File: config.mk
export PLATFORM = sky130hd
export DESIGN_NAME = alu_register_unit
export DESIGN_NICKNAME = d
export VERILOG_FILES = /design/src/rtl/alu_register_unit.sv
export SDC_FILE = /design/constraint.sdc
export NUM_CORES = 1
export LEC_CHECK = 0
export CORE_MARGIN = 10
export CORE_UTILIZATION = 55
export DETAILED_ROUTE_END_ITERATION = 10
export GPL_ROUTABILITY_DRIVEN = 0
export HOLD_SLACK_MARGIN = 0.05
export PLACE_DENSITY = 0.87
export SETUP_SLACK_MARGIN = 0.15
export SLEW_MARGIN = 40
export SYNTH_ARGS = -nofsm -noshare
export SYNTH_HDL_FRONTEND = slang
export SYNTH_SLANG_ARGS = --single-unit
export TNS_END_PERCENT = 50
File: constraint.sdc
create_clock -name clk -period 13.5 [get_ports clk]
set_clock_uncertainty 0.05 [all_clocks]
set_input_delay 2.7 -clock clk [delete_from_list [all_inputs] [get_ports clk]]
set_output_delay 2.7 -clock clk [all_outputs]
set_load 0.005 [all_outputs]
File: src/rtl/alu_register_unit.sv
// alu_register_unit: datapath slice for the picoComputer CPU.
// Holds two independent parts: a combinational WIDTH-bit ALU and a clocked
// WIDTH-bit general-purpose register. They share no internal wiring.
//
// Ports:
//   clk    - clock; register state changes on its rising edge
//   rst_n  - synchronous reset, active-high (historical name)
//   oc     - ALU opcode (3 bits)
//   a, b   - ALU operands
//   f      - ALU result, combinational
//   cl     - register clear
//   ld     - register parallel load from 'in'
//   in     - register load data
//   inc    - register increment (wraps)
//   dec    - register decrement (wraps)
//   sr, ir - shift right, serial bit entering the MSB
//   sl, il - shift left, serial bit entering the LSB
//   out    - register contents
module alu_register_unit #(
   parameter int unsigned WIDTH = 4
) (
   input  logic             clk,
   input  logic             rst_n,
   input  logic [2:0]       oc,
   input  logic [WIDTH-1:0] a,
   input  logic [WIDTH-1:0] b,
   output logic [WIDTH-1:0] f,
   input  logic             cl,
   input  logic             ld,
   input  logic [WIDTH-1:0] in,
   input  logic             inc,
   input  logic             dec,
   input  logic             sr,
   input  logic             ir,
   input  logic             sl,
   input  logic             il,
   output logic [WIDTH-1:0] out
);

   localparam logic [2:0] OC_ADD = 3'b000;
   localparam logic [2:0] OC_SUB = 3'b001;
   localparam logic [2:0] OC_MUL = 3'b010;
   localparam logic [2:0] OC_DIV = 3'b011;
   localparam logic [2:0] OC_NOT = 3'b100;
   localparam logic [2:0] OC_XOR = 3'b101;
   localparam logic [2:0] OC_OR  = 3'b110;
   localparam logic [2:0] OC_AND = 3'b111;

   logic [WIDTH-1:0] reg_q;
   logic [WIDTH-1:0] reg_d;

   // ALU: unsigned, results truncated to WIDTH bits, no flags.
   always_comb begin
      f = '0;
      case (oc)
         OC_ADD:  f = a + b;
         OC_SUB:  f = a - b;
         OC_MUL:  f = a * b;
         // Divide by zero yields zero rather than X.
         OC_DIV:  f = (b == '0) ? '0 : a / b;
         OC_NOT:  f = ~a;
         OC_XOR:  f = a ^ b;
         OC_OR:   f = a | b;
         OC_AND:  f = a & b;
         default: f = '0;
      endcase
   end

   // Register next value: fixed priority, first active control wins.
   always_comb begin
      reg_d = reg_q;
      if (cl) begin
         reg_d = '0;
      end else if (ld) begin
         reg_d = in;
      end else if (inc) begin
         reg_d = reg_q + WIDTH'(1);
      end else if (dec) begin
         reg_d = reg_q - WIDTH'(1);
      end else if (sr) begin
         reg_d = {ir, reg_q[WIDTH-1:1]};
      end else if (sl) begin
         reg_d = {reg_q[WIDTH-2:0], il};
      end
   end

   // State register; reset overrides every control on the same edge.
   always_ff @(posedge clk) begin
      if (rst_n) begin
         reg_q <= '0;
      end else begin
         reg_q <= reg_d;
      end
   end

   assign out = reg_q;

endmodule

Word level (Yosys, flattened, before mapping)
Cells that the tools add are included.

operators by class
  reduce and logical (&&, ||, !) cells = 4
  divide/modulo/power cells = 1
  bitwise logic cells = 4
  add/subtract/negate cells = 4
  equality and inequality tests = 7
  mux-type cells = 7
  multipliers = 1

operator list
  kind                                                                count
  4-bit case mux with 8 select lines                                  1
  4-bit 2-to-1 mux                                                    6
  3-bit == test, second input constant                                4
  3-bit by 2-bit == test with 1-bit output, second input constant     2
  5-bit nonzero test                                                  1
  4-bit by 1-bit adder with 4-bit output, second input constant       1
  4-bit adder                                                         1
  4-bit AND                                                           1
  4-bit by 4-bit divider with 4-bit output                            1
  4-bit logical NOT                                                   1
  4-bit by 4-bit multiplier with 4-bit output                         1
  4-bit NOT                                                           1
  4-bit OR                                                            1
  4-bit by 1-bit subtractor with 4-bit output, second input constant  1
  4-bit subtractor                                                    1
  4-bit XOR                                                           1
  3-bit by 1-bit == test with 1-bit output, second input constant     1
  3-bit logical NOT                                                   1
  2-bit OR reduction                                                  1

word-level totals
  output and inout bits = 8
  input port bits = 25
  register bits after elaboration = 4

Depth between registers and ports, before layout
  depth after elaboration = 5
  gate-level depth with buffers = 21
  depth with buffers taken out = 21

Worst setup path after synthesis
OpenSTA, ideal clock, no wires.

  kind = input -> output
  start point = input b[3]
  end point = output f[0]
  stages on the path = 18
  buffers on the path = 1
  arrival time = 5,965 ps
  slack = 4,785 ps
  cells stage by stage = buf_4 nor3_1 a21oi_1 a21oi_1 ha_1 o21a_1 o21ai_0 o21ai_0 ha_1 o21a_1 o21ai_0 a21oi_1 mux2_2 ha_1 o21ai_0 nand2b_1 a21oi_1 o221ai_1

on the way
  longest elaborated chain between the ends = 3
  elaborated cells on any way between the ends = 4

ends and longest elaborated chain
  what                                                                                  line  text
  start, declared                                                                       26    input logic [WIDTH-1:0] b,
  4-bit by 4-bit divider with 4-bit output / 4-bit logical NOT (equally long branches)  60    OC_DIV: f = (b == '0) ? '0 : a / b;
  4-bit 2-to-1 mux (*)                                                                  60
  4-bit case mux with 8 select lines (*)                                                55    case (oc)
  end, declared                                                                         27    output logic [WIDTH-1:0] f,

Mark *: on every way between the ends. The rest lies on a longest branch, timed or not.

Final worst setup path
  start point = input b[0]
  end point = output f[0]

on the way
  longest elaborated chain between the ends = 3
  elaborated cells on any way between the ends = 10

ends and longest elaborated chain
  what                                                                                  line
  4-bit by 4-bit divider with 4-bit output / 4-bit logical NOT (equally long branches)  60
  4-bit 2-to-1 mux                                                                      60
  4-bit case mux with 8 select lines (*)                                                55

Marks and branches as above.

==> results.md <==
- Die ar.: 0.004960 mm^2
- Final net count: between 200 and 300
- Vias in the first global route: between 1000 and 1500
- I/O pins: 33
- Leak: roughly 0.76 nW
- Max frequency: around 0.098 GHz
- Switching share of power: roughly 40%
- Most frequent cell after synthesis: ha_1
- Worst hold path type: flop to flop
- Synth Warn #: 0
- Port Buffers: 32
- Comb power frac: approximately two thirds
- Number of max-cap violations: 0
- Worst-path fanout max: 7
- Cells after synthesis: 184
- Synth top area cells: ha_1, xnor2_1, dfxtp_1
- Post-detailed-route count of antenna-violating nets: 0
- Peak supply drop: between 30 and 40 uV
- Max reg flops: 4
- Post-synthesis cell type count: 39
- Crit path required time: between 10000 and 15000 ps
- DRT Pass-1 Iters: 4
- CTS root buffer: clkbuf_4
- Core area: 0.002455 mm^2
- Routed len/inst: around 16 um
- Die X: roughly 70 um
- Resize count post-CTS: 0
- Seq pwr share: roughly 16%
- Status: complete, no violations
- Vias per Instance: ~6
- Int Pwr: approximately 0.054 mW
- Crit path DAT: about 7500 ps
- Yosys top cell by area: ha_1
- Clk sinks: 4
- First-pass GRT wire length: around 6.5 mm
- Clock latency at the later pin of the worst-skew pair: 230 ps
- Slew headroom: between 60 and 70%
- Initial antenna violation count: 0
- Setup TNS: 0 ps
- Synth top area share: roughly 28%
- Async set-or-reset flop fraction in the synthesized netlist: 0%
- Syn nets: ~240
- Largest net degree at the start of global routing: 19
- Ant. Diodes: 0
- Max Buffers Root-to-Sink: 2
- Die H: a little over 70 um
- Final Setup Violations: 0
- Num CTS Buffers: 3
- Mapped Area: around 0.0014 mm^2
- Final Cell Area: between 0.0015 and 0.002 mm^2
- DRT iter0 DRCs: 55
- Flops & latches, synth: 4
- Share of post-route cells with drive strength above 1: approximately 4.3%
- DRC: 0
- Area after DPL: between 0.0015 and 0.002 mm^2
- Critical Path End Type: primary output
- Starting Density: between 50% and 60%
- Total power: 0.08809 mW
- Primary FF master, synth: dfxtp_1
- Tcrit/Tclk final: about three quarters
- RSZ-0062 raised after global routing: false
- Clk pwr share: roughly 16%
- Vias: 1438
- Critical path class: primary input to primary output
- P per Cell Area: roughly 50 mW/mm^2
- Post-synth top cells: ha_1, inv_1, a21oi_1, nand2_1, o21ai_0
- Sw Pwr: 0.03447 mW
- Rows: 18
- Total gr overflow: 0
- Mean Syn Cell Area: roughly 7.6 um^2
- Cts hold-fix bufs: 0
- Register area share after synthesis: between 5 and 6%
- Actual slew at the worst max-slew pin: roughly 550 ps
- Setup crit start kind: primary input
- Post-CTS setup buffers: 0
- DP Wirelength: 3.180 mm
- Worst-path clk slew: around 40 ps
- Min cycle time layout: 10200 ps
- WL final: 3.897 mm
- Hold Violations, Final: 0
- Area growth from synthesis to layout: 23.61%
- Total track usage: 15.22%
- H-tree depth: 1
- CTS tree: yes
- EDFF count, synth: 0
- Final Slew Violations: 0
## layer usage
metal | vias up | wire length (um) | GRT usage, %
met2 | 55 | 1956 | 27.25
met5 | - | 0 | 0
met3 | 10 | 229 | 2.966
met4 | 0 | 90 | 6.798
li1 | 712 | - | -
met1 | 661 | 1620 | 16.68
## path summary, 6_finish.rpt
kind / to / cells past startpoint / slack [ps] / from
worst min register to register: out[3]$_SDFFE_PP0P_ / 2 / 560 / out[3]$_SDFFE_PP0P_
worst max register to register: out[1]$_SDFFE_PP0P_ / 5 / 11900 / out[0]$_SDFFE_PP0P_
worst max-delay path: f[0] / 19 / 3300 / b[0]
worst min-delay path: out[3]$_SDFFE_PP0P_ / 2 / 560 / out[3]$_SDFFE_PP0P_
## through the flow
| step | utilization [%] | cells | worst slack (ps) | hold slack (ps) |
|---|---|---|---|---|
| 4_1_cts | 70.44 | 241 | 3301 | 564.8 |
| 3_3_place_gp | 69.52 | 238 | 3530 | 552.9 |
| 2_1_floorplan | - | 184 | 4785 | 508.6 |
| 5_1_grt | 70.44 | 241 | 2817 | 590.0 |
| 6_report | 70.44 | 241 | 3297 | 561.2 |
| 3_5_place_dp | 69.52 | 238 | 3311 | 559.6 |
## layout make-up
type | instances | area (um^2)
Clock buffer | 3 | 22.52
Fill cell | 201 | 725.7
Inverter | 16 | 60.06
Multi-Input combinational cell | 156 | 1209
Sequential cell | 4 | 80.08
Tap cell | 30 | 37.54
Timing Repair Buffer | 32 | 320.3
## cells in the final DEF, fill, tap and decap left out, types with 3 or more instances in the layout
cell	count
nand3_1	5
a21oi_1	15
nor2_1	11
o21ai_0	12
o221ai_1	3
ha_1	31
nor3b_1	3
clkdlybuf4s50_1	32
xnor2_1	11
o211ai_1	3
nor2b_1	6
clkbuf_4	3
mux2i_1	3
nand2_1	13
a211oi_1	9
nand2b_1	4
dfxtp_1	4
inv_1	16
nor3_1	4
## power groups by stage
stage	Combinational, mW	Clock, mW	Sequential [mW]
2_1_floorplan	0.0376	0	0.0137
3_3_place_gp	0.0567	0	0.0139
3_5_place_dp	0.0593	0	0.0140
4_1_cts	0.0598	0.0150	0.0138
5_1_grt	0.0669	0.0158	0.0139
6_report	0.0600	0.0143	0.0138
## critical path: stages
cell,delay [ps]
clkdlybuf4s50_1,610
inv_1,170
ha_1,320
a21oi_1,180
ha_1,270
o21a_1,120
o21ai_0,380
o21ai_0,200
ha_1,360
o21a_1,160
o21ai_0,110
a21oi_1,320
mux2_2,390
ha_1,270
o21ai_0,70
nand2b_1,70
a21oi_1,60
o221ai_1,150
clkdlybuf4s50_1,530
## kinds of logic after synthesis
logic type | count (synthesis) | share of synthesized area (%)
mux | 5 | 3.757
flops | 4 | 5.725
xor+xnor | 14 | 9.749
compound gates | 56 | 26.12
buf+inv | 24 | 7.871
simple gates | 49 | 17.62
fa+ha+maj | 32 | 29.16
No activity file was read; power rests on OpenSTA's default activity.
